### src/rtl/ram_arb_pkg.sv
// Shared types and constants for the data-RAM arbiter between the CPU MEM stage and the loader.
package ram_arb_pkg;

    typedef enum logic [1:0] {IDLE, GRANT, WAIT, DONE} arb_state_t;
    typedef enum logic {OWNER_CPU, OWNER_LDR} owner_t;

    localparam int ARB_LATENCY      = 3;
    localparam int RAM_READ_LATENCY = 1;

endpackage

### src/rtl/arb_rr_pick.sv
// Grant selection between CPU and loader. Round-robin by default, fixed CPU priority
// when RAM_ARB_CPU_PRIORITY_EN is defined.
module arb_rr_pick
    import ram_arb_pkg::*;
(
    input  logic cpu_req,
    input  logic ldr_req,
    input  logic last_grant,
    output logic grant_valid,
    output logic grant_owner
);

    always_comb begin
        grant_valid = cpu_req | ldr_req;
        grant_owner = OWNER_CPU;
`ifdef RAM_ARB_CPU_PRIORITY_EN
        if (!cpu_req && ldr_req) begin
            grant_owner = OWNER_LDR;
        end
`else
        // On a tie the requester that was not served last goes next.
        if (cpu_req && ldr_req) begin
            grant_owner = (last_grant == OWNER_CPU) ? OWNER_LDR : OWNER_CPU;
        end else if (ldr_req) begin
            grant_owner = OWNER_LDR;
        end
`endif
    end

endmodule

### src/rtl/ram_access_arbiter.sv
// Shares the single-port data RAM between the CPU MEM stage and the loader (req/ack handshakes).
// Tie policy lives in arb_rr_pick; define RAM_ARB_CPU_PRIORITY_EN for fixed CPU priority.
module ram_access_arbiter
    import ram_arb_pkg::*;
#(
    parameter int ADDR_W = 15,
    parameter int DATA_W = 32
) (
    input  logic              clk,
    input  logic              reset_n,
    input  logic              cpu_req,
    input  logic              cpu_wren,
    input  logic [ADDR_W-1:0] cpu_addr,
    input  logic [DATA_W-1:0] cpu_wdata,
    output logic              cpu_ack,
    output logic [DATA_W-1:0] cpu_rdata,
    input  logic              ldr_req,
    input  logic              ldr_wren,
    input  logic [ADDR_W-1:0] ldr_addr,
    input  logic [DATA_W-1:0] ldr_wdata,
    output logic              ldr_ack,
    output logic [DATA_W-1:0] ldr_rdata,
    output logic [ADDR_W-1:0] ram_address,
    output logic [DATA_W-1:0] ram_write_data,
    output logic              ram_wren,
    input  logic [DATA_W-1:0] ram_data
);

    arb_state_t state;
    arb_state_t next_state;
    owner_t     owner;
    owner_t     last_grant;
    logic       grant_valid;
    logic       grant_owner;

    arb_rr_pick u_pick (
        .cpu_req     (cpu_req),
        .ldr_req     (ldr_req),
        .last_grant  (last_grant),
        .grant_valid (grant_valid),
        .grant_owner (grant_owner)
    );

    always_comb begin
        next_state = state;
        case (state)
            IDLE:    next_state = grant_valid ? GRANT : IDLE;
            GRANT:   next_state = WAIT;
            WAIT:    next_state = DONE;
            DONE:    next_state = IDLE;
            default: next_state = IDLE;
        endcase
    end

    // Requests are only looked at in IDLE; once granted the access runs to completion.
    always_ff @(posedge clk) begin
        if (!reset_n) begin
            state          <= IDLE;
            owner          <= OWNER_CPU;
            last_grant     <= OWNER_LDR;
            ram_address    <= '0;
            ram_write_data <= '0;
            ram_wren       <= 1'b0;
            cpu_ack        <= 1'b0;
            ldr_ack        <= 1'b0;
            cpu_rdata      <= '0;
            ldr_rdata      <= '0;
        end else begin
            state   <= next_state;
            cpu_ack <= 1'b0;
            ldr_ack <= 1'b0;
            case (state)
                IDLE: begin
                    if (grant_valid) begin
                        owner <= owner_t'(grant_owner);
                        if (grant_owner == OWNER_LDR) begin
                            ram_address    <= ldr_addr;
                            ram_write_data <= ldr_wdata;
                            ram_wren       <= ldr_wren;
                        end else begin
                            ram_address    <= cpu_addr;
                            ram_write_data <= cpu_wdata;
                            ram_wren       <= cpu_wren;
                        end
                    end
                end
                GRANT: ram_wren <= 1'b0;
                // RAM output is valid now; capture it and raise the ack shown during DONE.
                WAIT: begin
                    if (owner == OWNER_LDR) begin
                        ldr_rdata <= ram_data;
                        ldr_ack   <= 1'b1;
                    end else begin
                        cpu_rdata <= ram_data;
                        cpu_ack   <= 1'b1;
                    end
                end
                DONE: last_grant <= owner;
                default: ;
            endcase
        end
    end

endmodule

### config.mk
export PLATFORM = sky130hd
export DESIGN_NAME = ram_access_arbiter
export DESIGN_NICKNAME = d
export VERILOG_FILES = /design/src/rtl/ram_arb_pkg.sv /design/src/rtl/arb_rr_pick.sv /design/src/rtl/ram_access_arbiter.sv
export SDC_FILE = /design/constraint.sdc
export NUM_CORES = 1
export LEC_CHECK = 0
export ABC_AREA = 0
export CORE_UTILIZATION = 30
export DETAILED_ROUTE_END_ITERATION = 10
export GPL_TIMING_DRIVEN = 0
export SYNTH_ARGS = -nofsm -noshare
export SYNTH_HDL_FRONTEND = slang
export SYNTH_SLANG_ARGS = --single-unit
### constraint.sdc
create_clock -name clk -period 2.4 [get_ports clk]
set_input_delay 0.48 -clock clk [delete_from_list [all_inputs] [get_ports clk]]
set_output_delay 0.48 -clock clk [all_outputs]
set_load 0.05 [all_outputs]
# [After elaboration in Yosys (flattened, before gate mapping)]
# Cells that the tools add are included.
[word_totals] reg_bits=118 out_inout_bits=114 word_cells=36
[op_classes] eq_ne=4 mux=12 bitwise=2 n_reduce_logical=8
[op_table] cell="2-to-1 mux 32 bit" n=1
[op_table] cell="2-to-1 mux 15 bit" n=1
[op_table] cell="AND reduction 2 bit" n=5
[op_table] cell="2-to-1 mux 1 bit" n=8
[op_table] cell="one-hot mux 2 bit (4 select lines)" n=1
[op_table] cell="equality test 2 bit, second input constant" n=2
[op_table] cell="equality test 2 x 1 -> 1 bit, second input constant" n=1
[op_table] cell="logical NOT 2 bit" n=1
[op_table] cell="!= test 2 bit, second input constant" n=1
[op_table] cell="one-hot mux 1 bit (2 select lines)" n=1
[op_table] cell="nonzero test 2 bit" n=1
[op_table] cell="logical AND 1 bit" n=1
[op_table] cell="NOT 1 bit" n=1
[op_table] cell="bitwise OR 1 bit" n=1

# [Logic depth before layout (Yosys ltp)]
[depth] ltp_word=5 mapped_depth=7

# [Modules after synthesis]
# From an unflattened synthesis, not the netlist that was laid out.
[hier_totals] cells_unflattened=525 hier_area_um2=4817.1
[by_module_without_submodules] module="ram_access_arbiter" instances=1 cells_per_inst=523 area_per_inst_um2=4803.4 seq_area_each_um2=2362.3
[by_module_without_submodules] module="arb_rr_pick" instances=1 cells_per_inst=2 area_per_inst_um2=13.8 seq_area_each_um2=0.0

# [Worst setup path after synthesis]
# OpenSTA, ideal clock, no wires.
[synth_path] kind="reg-to-reg" startpoint="register state[0]" endpoint="register ldr_rdata[22]" setup_ps=70 arrival_ps=1249 path_slack_ps=1081 path_stages_with_launch=7 n_path_buf=1 cell_sequence="dfxtp_1 -> inv_1 -> ha_1 -> nand2_1 -> clkbuf_1 -> nand2_1 -> a21oi_1"
[synth_via] elab_chain_cells=2
[synth_lines] element="from (decl)" line="ram_access_arbiter.sv:29" rtl="arb_state_t state;"
[synth_lines] element="from (signal assigned)" line="ram_access_arbiter.sv:69" rtl="state <= next_state;"
[synth_lines] element="equality test 2 bit" line="ram_access_arbiter.sv:72" rtl="case (state)"
[synth_lines] element="AND reduction 2 bit (no source line)"
[synth_lines] element="to (signal assigned)" line="ram_access_arbiter.sv:91" rtl="ldr_rdata <= ram_data;"
[synth_lines] element="to (decl)" line="ram_access_arbiter.sv:22" rtl="output logic [DATA_W-1:0] ldr_rdata,"
# No other way between the ends.
# A chain may end at the register's enable or synchronous reset.

# [Worst setup path after layout]
[layout_path] startpoint="register ram_address[13]" endpoint="output ram_address[13]"
[layout_rtl] element="from (decl)" line="ram_access_arbiter.sv:23" rtl="output logic [ADDR_W-1:0] ram_address,"
[layout_rtl] element="from (signal assigned)" line="ram_access_arbiter.sv:77" rtl="ram_address <= ldr_addr;"
[layout_rtl] element="from (signal assigned)" line="ram_access_arbiter.sv:81" rtl="ram_address <= cpu_addr;"
# No word-level cell between the ends.

==> reports/metrics.cfg <==
[timing]
drv_slew=0
timing.fmax_ghz=0.475
period_minus_slack_ns=2.11
skew_ns=0.00930
rsz0062_at_grt=no
tns_ns=0
tightest_slew_ns=0.588
finalSetupViolCount=0
hold_viol=0
max_slew_margin_pct=60.8
post-route-period-util_pct=87.8

[finish]
seq_area_um2=2360
antennaDiodeCount=0
drive_gt1_share_pct=7.50
nNetsFinal=976
area_growth_pct=72.9
multi_input_area_um2=1880
fillCellCount=1358

[critical_path]
path_cells=clkdlybuf4s50_1
worstSetupPathType=reg2out
crit_end=ram_address[13]
reg2reg_depth=6
cp.depth=1
cp_top_family=buffers and inverters
critical-path-max-stage-delay_ns=0.86
end_kind=output port
r2r-end=ldr_rdata[14]
startpoint=ram_address[13]
r2r_start=state[0]
required_ns=1.92
regToRegSetupSlack_ns=0.68
cpMaxStageDelayCell=clkdlybuf4s50_1
path_buf_inv=1
arrival_ns=1.63
crit_path_max_fanout=2
critPathLaunchType=flop

[synth]
syn_area_um2=4500
avgSynthCellArea_um2=7.80
synth_top_family_by_area=compound AO/OA/AOI/OAI gates
yosysTopAreaCellShare_pct=52.5
synth_compound_area_share_pct=20.4
synth.area.mux_share_pct=0.223
synth_cell_types=26
synthCells=576
synth-seq-cells=118
synth_warnings=0
synth-xor-area-share_pct=0
synth-simple-area-share_pct=20.1
synth_nets=712
synth-adder-area-share_pct=1.11
ys_seq_area_share_pct=52.5
ys_top_cells_by_area=dfxtp_1, nand2_1, a21oi_1
synth_top_cell_by_area=dfxtp_1

[floorplan]
die_area_um2=15500
die_x_um=124
num_rows=44
pin_count=246
die_h_um=124
core_um2=14600
start_util_pct=30.8

[placed_design]
gp_congestion=0.821
dp_hpwl_um=12300
port_buffers=245

[run]
max-cap-violations=0

[clock_network]
clkSlewWorstSetupHoldPaths_ns=0.06
cts-buffers-inserted=17
ctsResizeCount=0
clock_latency_ns=0.42
cts_sinks=118
h-tree-depth=4
cts_tree=yes
clock_path_buffers=2
cts_root_buf=clkbuf_16
ctsHoldBuffers=0
cts_setup_buffers=0

[detailed_routing]
first_pass_iters=5
vias=4891
wl_per_cell_um=15.5
drc_errors=0
drt-initial-drc-count=202
routed_wl_um=16100
vias_per_cell=4.72
ant_nets=0

[worst_hold_path]
hold_path.class=reg2reg

[global_routing]
grt_pass1_vias=4972
grtUsageTotal_pct=20.8
grt_pass1_wl_um=25100
overflow=0
grt_max_degree=17
antenna_found_initial=0

[power_and_ir_drop]
vdd_drop_max_v=0.000544
leakagePower_uw=0.00289
powerDensity_nw_per_um2=895
p_total_uw=6960

[outcome]
outcome=completed

## synthesized netlist by cell type (all sizes together)
cell type	n
nand2	225
dfxtp	118
a21oi	66
o21ai	48
a31oi	47
buf	31
clkbuf	16
ha	4
inv	4
nor2	3
a211oi	2
and2	2
nand2b	2
nor2b	2
a21bo	1
a21boi	1
a22oi	1
mux2i	1
nor4bb	1
o21a	1
## cells in the final DEF (no fill, tap or decap)
| cell | instances |
|---|---|
| buf_2 | 24 |
| nor4bb_1 | 1 |
| clkbuf_2 | 1 |
| nor2b_1 | 2 |
| a21boi_2 | 1 |
| o21ai_0 | 42 |
| and2_1 | 2 |
| clkinv_2 | 4 |
| nand2_1 | 225 |
| a31oi_1 | 47 |
| a21oi_1 | 66 |
| a211oi_1 | 2 |
| clkbuf_1 | 17 |
| clkbuf_16 | 17 |
| buf_1 | 1 |
| bufinv_16 | 2 |
| ha_1 | 4 |
| mux2i_1 | 1 |
| nand2b_1 | 2 |
| clkinvlp_4 | 2 |
| clkdlybuf4s50_1 | 245 |
| o21a_2 | 1 |
| inv_1 | 3 |
| a22oi_1 | 1 |
| buf_4 | 4 |
| o21ai_1 | 6 |
| dfxtp_1 | 118 |
| inv_2 | 1 |
| a21bo_1 | 1 |
| clkbuf_8 | 5 |
| nor2_1 | 3 |
| buf_6 | 2 |
## how the worst min path moves through the flow
| stage | slack [ns] | to | cells after the start | from |
|---|---|---|---|---|
| floorplan | 0.49 | last_grant | 2 | last_grant |
| global placement | 0.44 | ldr_rdata[26] | 2 | ldr_rdata[26] |
| detailed placement | 0.45 | ldr_rdata[30] | 2 | ldr_rdata[30] |
| CTS | 0.46 | ldr_rdata[30] | 2 | ldr_rdata[30] |
| global route | 0.47 | cpu_rdata[25] | 2 | cpu_rdata[25] |
| finish | 0.45 | cpu_rdata[24] | 2 | cpu_rdata[24] |
## metrics by stage
stage	util, %	hold WS (ns)	setup slack [ns]	cell area, um2	std cells
global placement	49.2	0.442	0.290	7180	1005
global route	53.3	0.470	0.236	7770	1037
CTS	53.3	0.455	0.276	7770	1037
floorplan	-	0.486	1.08	4500	576
finish	53.3	0.454	0.294	7770	1037
detailed placement	49.2	0.448	0.272	7180	1005
## flip-flops by register name, summed over array words and instances, names as in the netlist, 2 cells and up
signal          flops
cpu_rdata          32
ldr_rdata          32
ram_address        15
ram_write_data     32
state               2
## layer usage
metal	track usage (%)	vias up	part of all wire (%)	wire length, um
li1	-	2444	-	-
met1	21.7	2219	40	6370
met2	34.9	202	47	7590
met3	10.1	26	11	1700
met4	9.71	0	2.4	387
met5	0	-	0	0
## cell families (layout without fill, tap and decap cells)
group,count (synthesis),after routing
simple gates,235,235
compound gates,167,167
flops,118,118
buf+inv,51,328
fa+ha+maj,4,4
mux,1,1
## cell type report
class / instances / share of cell area [%]
Clock buffer: 24 / 6.45
Sequential cell: 118 / 30.4
Timing Repair Buffer: 245 / 31.5
Inverter: 4 / 0.193
Clock inverter: 8 / 1.22
Tap cell: 184 / 2.96
Buffer: 47 / 3.06
Multi-Input combinational cell: 407 / 24.2
## power by group
part / internal (uW) / leakage, uW / switching, uW
Clock: 1660 / 0.000292 / 878
Sequential: 2190 / 0.000966 / 123
Combinational: 767 / 0.00163 / 1350
Total: 4610 / 0.00289 / 2350
(Power assumes the default switching activity.)
